### src/rtl/v_issue_seq.sv
// Single-issue vector sequencer: accepts one instruction, starts one functional unit,
// waits for its done (with a timeout), then emits writeback/retire strobes.
module v_issue_seq #(
  parameter int unsigned TIMEOUT_CYC = 256,
  parameter int unsigned CNT_W       = 16
) (
  input  logic             clk,
  input  logic             nrst,
  input  logic             instr_valid,
  input  logic [31:0]      instr_in,
  input  logic [2:0]       unit_sel,
  output logic             instr_ready,
  output logic [31:0]      instr_q,
  output logic [5:0]       start,
  input  logic [5:0]       done_vec,
  output logic             wb_en,
  output logic             vcfg_wr_en,
  output logic             retire,
  output logic             busy,
  output logic             err_illegal,
  output logic             err_timeout,
  output logic [CNT_W-1:0] retire_cnt
);

  typedef enum logic [1:0] {
    S_IDLE,
    S_ISSUE,
    S_WAIT,
    S_WB
  } state_e;

  localparam logic [2:0] SEL_ILLEGAL = 3'd0;
  localparam logic [2:0] SEL_STORE   = 3'd6;
  localparam logic [2:0] SEL_CONFIG  = 3'd7;

  localparam int unsigned    TMR_W    = (TIMEOUT_CYC > 1) ? $clog2(TIMEOUT_CYC) : 1;
  localparam logic [TMR_W-1:0] TMR_LAST = TMR_W'(TIMEOUT_CYC - 1);

  // Unit selects 1..6 map to start/done bit sel-1; illegal and CONFIG map to no unit.
  function automatic logic [5:0] unit_onehot(input logic [2:0] sel);
    logic [5:0] oh;
    oh = 6'b0;
    if (sel != SEL_ILLEGAL && sel != SEL_CONFIG) oh = 6'b1 << (sel - 3'd1);
    return oh;
  endfunction

  state_e             state_q, state_d;
  logic [31:0]        instr_d;
  logic [2:0]         unit_q, unit_d;
  logic [5:0]         start_q, start_d;
  logic               wb_en_q, wb_en_d;
  logic               vcfg_q, vcfg_d;
  logic               retire_q, retire_d;
  logic               err_ill_q, err_ill_d;
  logic               err_to_q, err_to_d;
  logic [TMR_W-1:0]   timer_q, timer_d;
  logic [CNT_W-1:0]   cnt_q, cnt_d;
  logic [31:0]        instr_r;
  logic               unit_done;

  assign unit_done = |(unit_onehot(unit_q) & done_vec);

  always_comb begin
    // NOTE: every signal gets a default first so no path through the case infers a latch.
    state_d   = state_q;
    instr_d   = instr_r;
    unit_d    = unit_q;
    start_d   = 6'b0;
    wb_en_d   = 1'b0;
    vcfg_d    = 1'b0;
    retire_d  = 1'b0;
    err_ill_d = 1'b0;
    err_to_d  = 1'b0;
    timer_d   = timer_q;

    unique case (state_q)
      S_IDLE: begin
        if (instr_valid) begin
          instr_d = instr_in;
          unit_d  = unit_sel;
          if (unit_sel == SEL_ILLEGAL) begin
            err_ill_d = 1'b1;
            retire_d  = 1'b1;
          end else begin
            state_d = S_ISSUE;
            start_d = unit_onehot(unit_sel);
          end
        end
      end
      S_ISSUE: begin
        if (unit_q == SEL_CONFIG || unit_done) begin
          state_d = S_WB;
        end else begin
          state_d = S_WAIT;
          timer_d = '0;
        end
      end
      S_WAIT: begin
        // A done arriving on the final timer cycle still completes normally.
        if (unit_done) begin
          state_d = S_WB;
        end else if (timer_q == TMR_LAST) begin
          state_d  = S_IDLE;
          err_to_d = 1'b1;
          retire_d = 1'b1;
        end else begin
          timer_d = timer_q + 1'b1;
        end
      end
      S_WB: begin
        state_d = S_IDLE;
      end
      default: state_d = S_IDLE;
    endcase

    // Strobes are registered, so they are set on the edge that enters WB.
    if (state_d == S_WB) begin
      retire_d = 1'b1;
      vcfg_d   = (unit_q == SEL_CONFIG);
      wb_en_d  = (unit_q != SEL_CONFIG) && (unit_q != SEL_STORE);
    end

    cnt_d = cnt_q + CNT_W'(retire_d);
  end

  always_ff @(posedge clk or negedge nrst) begin
    if (!nrst) begin
      state_q   <= S_IDLE;
      instr_r   <= 32'b0;
      unit_q    <= 3'b0;
      start_q   <= 6'b0;
      wb_en_q   <= 1'b0;
      vcfg_q    <= 1'b0;
      retire_q  <= 1'b0;
      err_ill_q <= 1'b0;
      err_to_q  <= 1'b0;
      timer_q   <= '0;
      cnt_q     <= '0;
    end else begin
      // NOTE: non-blocking assignments so every flop samples pre-edge values together.
      state_q   <= state_d;
      instr_r   <= instr_d;
      unit_q    <= unit_d;
      start_q   <= start_d;
      wb_en_q   <= wb_en_d;
      vcfg_q    <= vcfg_d;
      retire_q  <= retire_d;
      err_ill_q <= err_ill_d;
      err_to_q  <= err_to_d;
      timer_q   <= timer_d;
      cnt_q     <= cnt_d;
    end
  end

  assign instr_ready = (state_q == S_IDLE);
  assign busy        = (state_q != S_IDLE);
  assign instr_q     = instr_r;
  assign start       = start_q;
  assign wb_en       = wb_en_q;
  assign vcfg_wr_en  = vcfg_q;
  assign retire      = retire_q;
  assign err_illegal = err_ill_q;
  assign err_timeout = err_to_q;
  assign retire_cnt  = cnt_q;

endmodule

### config.mk
export PLATFORM = sky130hd
export DESIGN_NAME = v_issue_seq
export DESIGN_NICKNAME = d
export VERILOG_FILES = /design/src/rtl/v_issue_seq.sv
export SDC_FILE = /design/constraint.sdc
export NUM_CORES = 1
export LEC_CHECK = 0
export ABC_CLOCK_PERIOD_IN_PS = 3400
export BUFFER_PORTS_ARGS = -buffer_cell sky130_fd_sc_hd__buf_2
export CORE_AREA = 2 2 87 89
export DETAILED_ROUTE_END_ITERATION = 8
export DIE_AREA = 0 0 89 91
export HOLD_SLACK_MARGIN = 0.03
export PLACE_DENSITY_LB_ADDON = 0.25
export SYNTH_ARGS = -nofsm -noshare
export SYNTH_HDL_FRONTEND = slang
export SYNTH_SLANG_ARGS = --single-unit
### constraint.sdc
create_clock -name clk -period 3.4 [get_ports clk]
set_clock_uncertainty 0.1 [all_clocks]
set_input_delay 0.17 -clock clk [delete_from_list [all_inputs] [get_ports clk]]
set_output_delay 0.17 -clock clk [all_outputs]
set_load 0.1 [all_outputs]
==> results.md <==
- Cells after synthesis: 246
- Register Area: approximately 0.0018 mm²
- First-pass GRT wire length: 11900 µm
- Vias in the first global route: 2551
- Yosys warning total: 0
- Slowest CP cell: or3_1
- Core Area: just over 0.007 mm²
- Fmax: 348 MHz
- Post-DP HPWL: 4670 µm
- Cell taking the most area after synthesis: dfrtp_1
- DRC violations left: 0
- Kind of critical path: flop to flop
- Die width: 89 µm
- Final Cell Area: 0.00427 mm²
- Final cell count without fillers: 499
- Routability Congestion: 0.824
- Cts repair resizes: 0
- Total track usage: 19.1%
- Clk_lat worst skew: 0.35 ns
- Asr flop ratio synth: 100%
- Largest net degree at the start of global routing: between 40 and 50
- Mapped Area: between 0.003 and 0.004 mm²
- Layout area overhead: 39.2%
- Syn Area/Cell: 12.5 µm²
- Cell total after placement: about 450
- Seq/Total Area, Yosys: 58.8%
- Antenna violations before repair: 0
- Worst EP required: 3.54 ns
- FF-to-FF path depth: 11
- Worst path depth: 11
- Largest stage delay, worst path: 0.53 ns
- Placed Instance Area: 0.00368 mm²
- WL/cell: roughly 15 µm
- Diodes inserted: 0
- Detailed Routing Iterations Pass 1: 4
- Top delay family on crit path: simple AND/OR/NAND/NOR gates
- Post-synth EDFFs: 0
- Maxcap violations: 0
- RSZ-0062 raised after global routing: no
- IO Count: 105
- TritonCTS clock tree: done
- Vias post-DR: ~2400
- CP max FO: 9
- Fillers: 616
- Synth top area share: 58.8%
- Setup bufs post-CTS: 0
- WL final: 7260 µm
- Syn nets: 295
- Status: complete, no violations
- Footprint of the multi-input gates: 0.00120 mm²
- Overall die height: 91 µm
- Deepest clock path buffer count: 2
- Vias per inst: ~4.9
- CTS Sinks: 72
- Fin crit period: 2.87 ns
- Setup TNS: 0 ns
- Hold crit path type: input port to asynchronous set/reset pin
- Main synth FF type: dfrtp_1
- Commonest non-fill, non-tap cell in the layout: buf_2
- Crit share post-route: 84.4%
- Post-synthesis register bit count: a little over 70
- Clock-pin slew on the worst setup and hold paths: roughly 0.080 ns
- Die Area: 0.00810 mm²
- Most frequent cells in the layout: buf_2, dfrtp_1, dlygate4sd3_1, mux2_2, nand2_1
- Worst setup SP type: flop
- Final count of negative-setup-slack endpoints: 0
- Total CTS buffers: 9
- Element type at the critical path end: flop
- Initial Utilization: 43.0%
- Buffers on Ports: 104
- Final ANT Viol Nets: 0
- Cells along the critical path: and2b_4 -> o22ai_2 -> or3_1 -> a21oi_2 -> a211o_1 -> ha_1 -> ha_1 -> nand3_1 -> nor2_1 -> nand2_1 -> xnor2_1
- Layout cells sized above 1: between 40% and 50%
- Root Buffer: clkbuf_8
- Most common cell type on the critical path: ha_1
- Worst Path Arrival: 3.01 ns
- Grt ovf: 0
- Area contributors post-synth: dfrtp_1, mux2_2, xnor2_1
- Synth unique cells: 41
- H-tree depth: 3
- Worst-Margin Slew: 0.665 ns
- Buffers & Inverters on Critical Path: 0
- Pins Over Slew Limit: 0
- Max-slew headroom: 55.7%
- # rows: 31
- Final Hold Fails: 0
- DR iter-0 viols: 111
- Net count, final: 444
-- flip-flops by register name, summed over array words and instances, names as in the netlist, 2 cells and up --
signal / count
state_q: 2
unit_q: 3
retire_cnt: 16
start: 6
timer_q: 8
instr_q: 32
-- logic make-up after synthesis --
group           Yosys count  synth area share [%]
xor+xnor                 14                  4.00
simple gates             77                  13.0
mux                      34                  12.5
buf+inv                  12                  2.16
flops                    72                  58.8
compound gates           32                  7.59
fa+ha+maj                 5                  2.04
-- synth_stat cells, drive strengths merged (2+ instances only) --
cell type and number:
o31ai 3, nand2b 3, a31oi 5, a211oi 2
o22ai 2, xor2 5, xnor2 9, and3 7
nand3 10, mux2 34, nor3 7, or3 4
nand4 2, nand4b 2, o21ai 11, nor2 14
dfrtp 72, nand3b 3, inv 6, nand2 19
ha 5, a21oi 4, buf 6
-- per-stage QoR --
stage / util, % / hold slack, ns / worst slack, ns
after floorplan: - / -0.226 / 0.460
after global placement: 51.6 / 0.135 / 0.603
after detailed placement: 51.6 / 0.140 / 0.513
after CTS: 59.8 / 0.291 / 0.505
after global routing: 59.8 / 0.358 / 0.223
final: 59.8 / 0.286 / 0.530
-- worst paths after layout --
path	startpoint	endpoint	slack [ns]
worst max-delay path	unit_q[2]	retire_cnt[14]	0.53
worst min-delay path	nrst	instr_q[29]	0.29
max in group asynchronous	nrst	timer_q[3]	1.92
worst max register to register	unit_q[2]	retire_cnt[14]	0.53
worst min register to register	retire_cnt[15]	retire_cnt[15]	0.39
min in group clk	done_vec[5]	timer_q[0]	0.34
-- layout make-up --
class | count | area share [%]
repair buffers | 144 | 21.4
well taps | 99 | 2.90
flip-flops and latches | 72 | 42.2
clock inverters | 4 | 1.20
multi-input cells | 162 | 28.1
clock buffers | 12 | 3.63
inverters | 6 | 0.527
-- per-layer routing --
| metal | GRT usage [%] | part of all wire [%] |
|---|---|---|
| met3 | 4.18 | 4.9 |
| met4 | 10.4 | 3.2 |
| met1 | 23.6 | 42 |
| met2 | 30.7 | 50 |
| met5 | 0 | 0 |
-- timing repair --
item | CTS | global route
hold endpoints to repair | 69 | 0
hold buffers | 38 | 0
setup endpoints to repair | 0 | 0
Power is left out: the tool's default activity adds up to more than one toggle a clock period on the data nets, which glitch-free logic cannot reach.
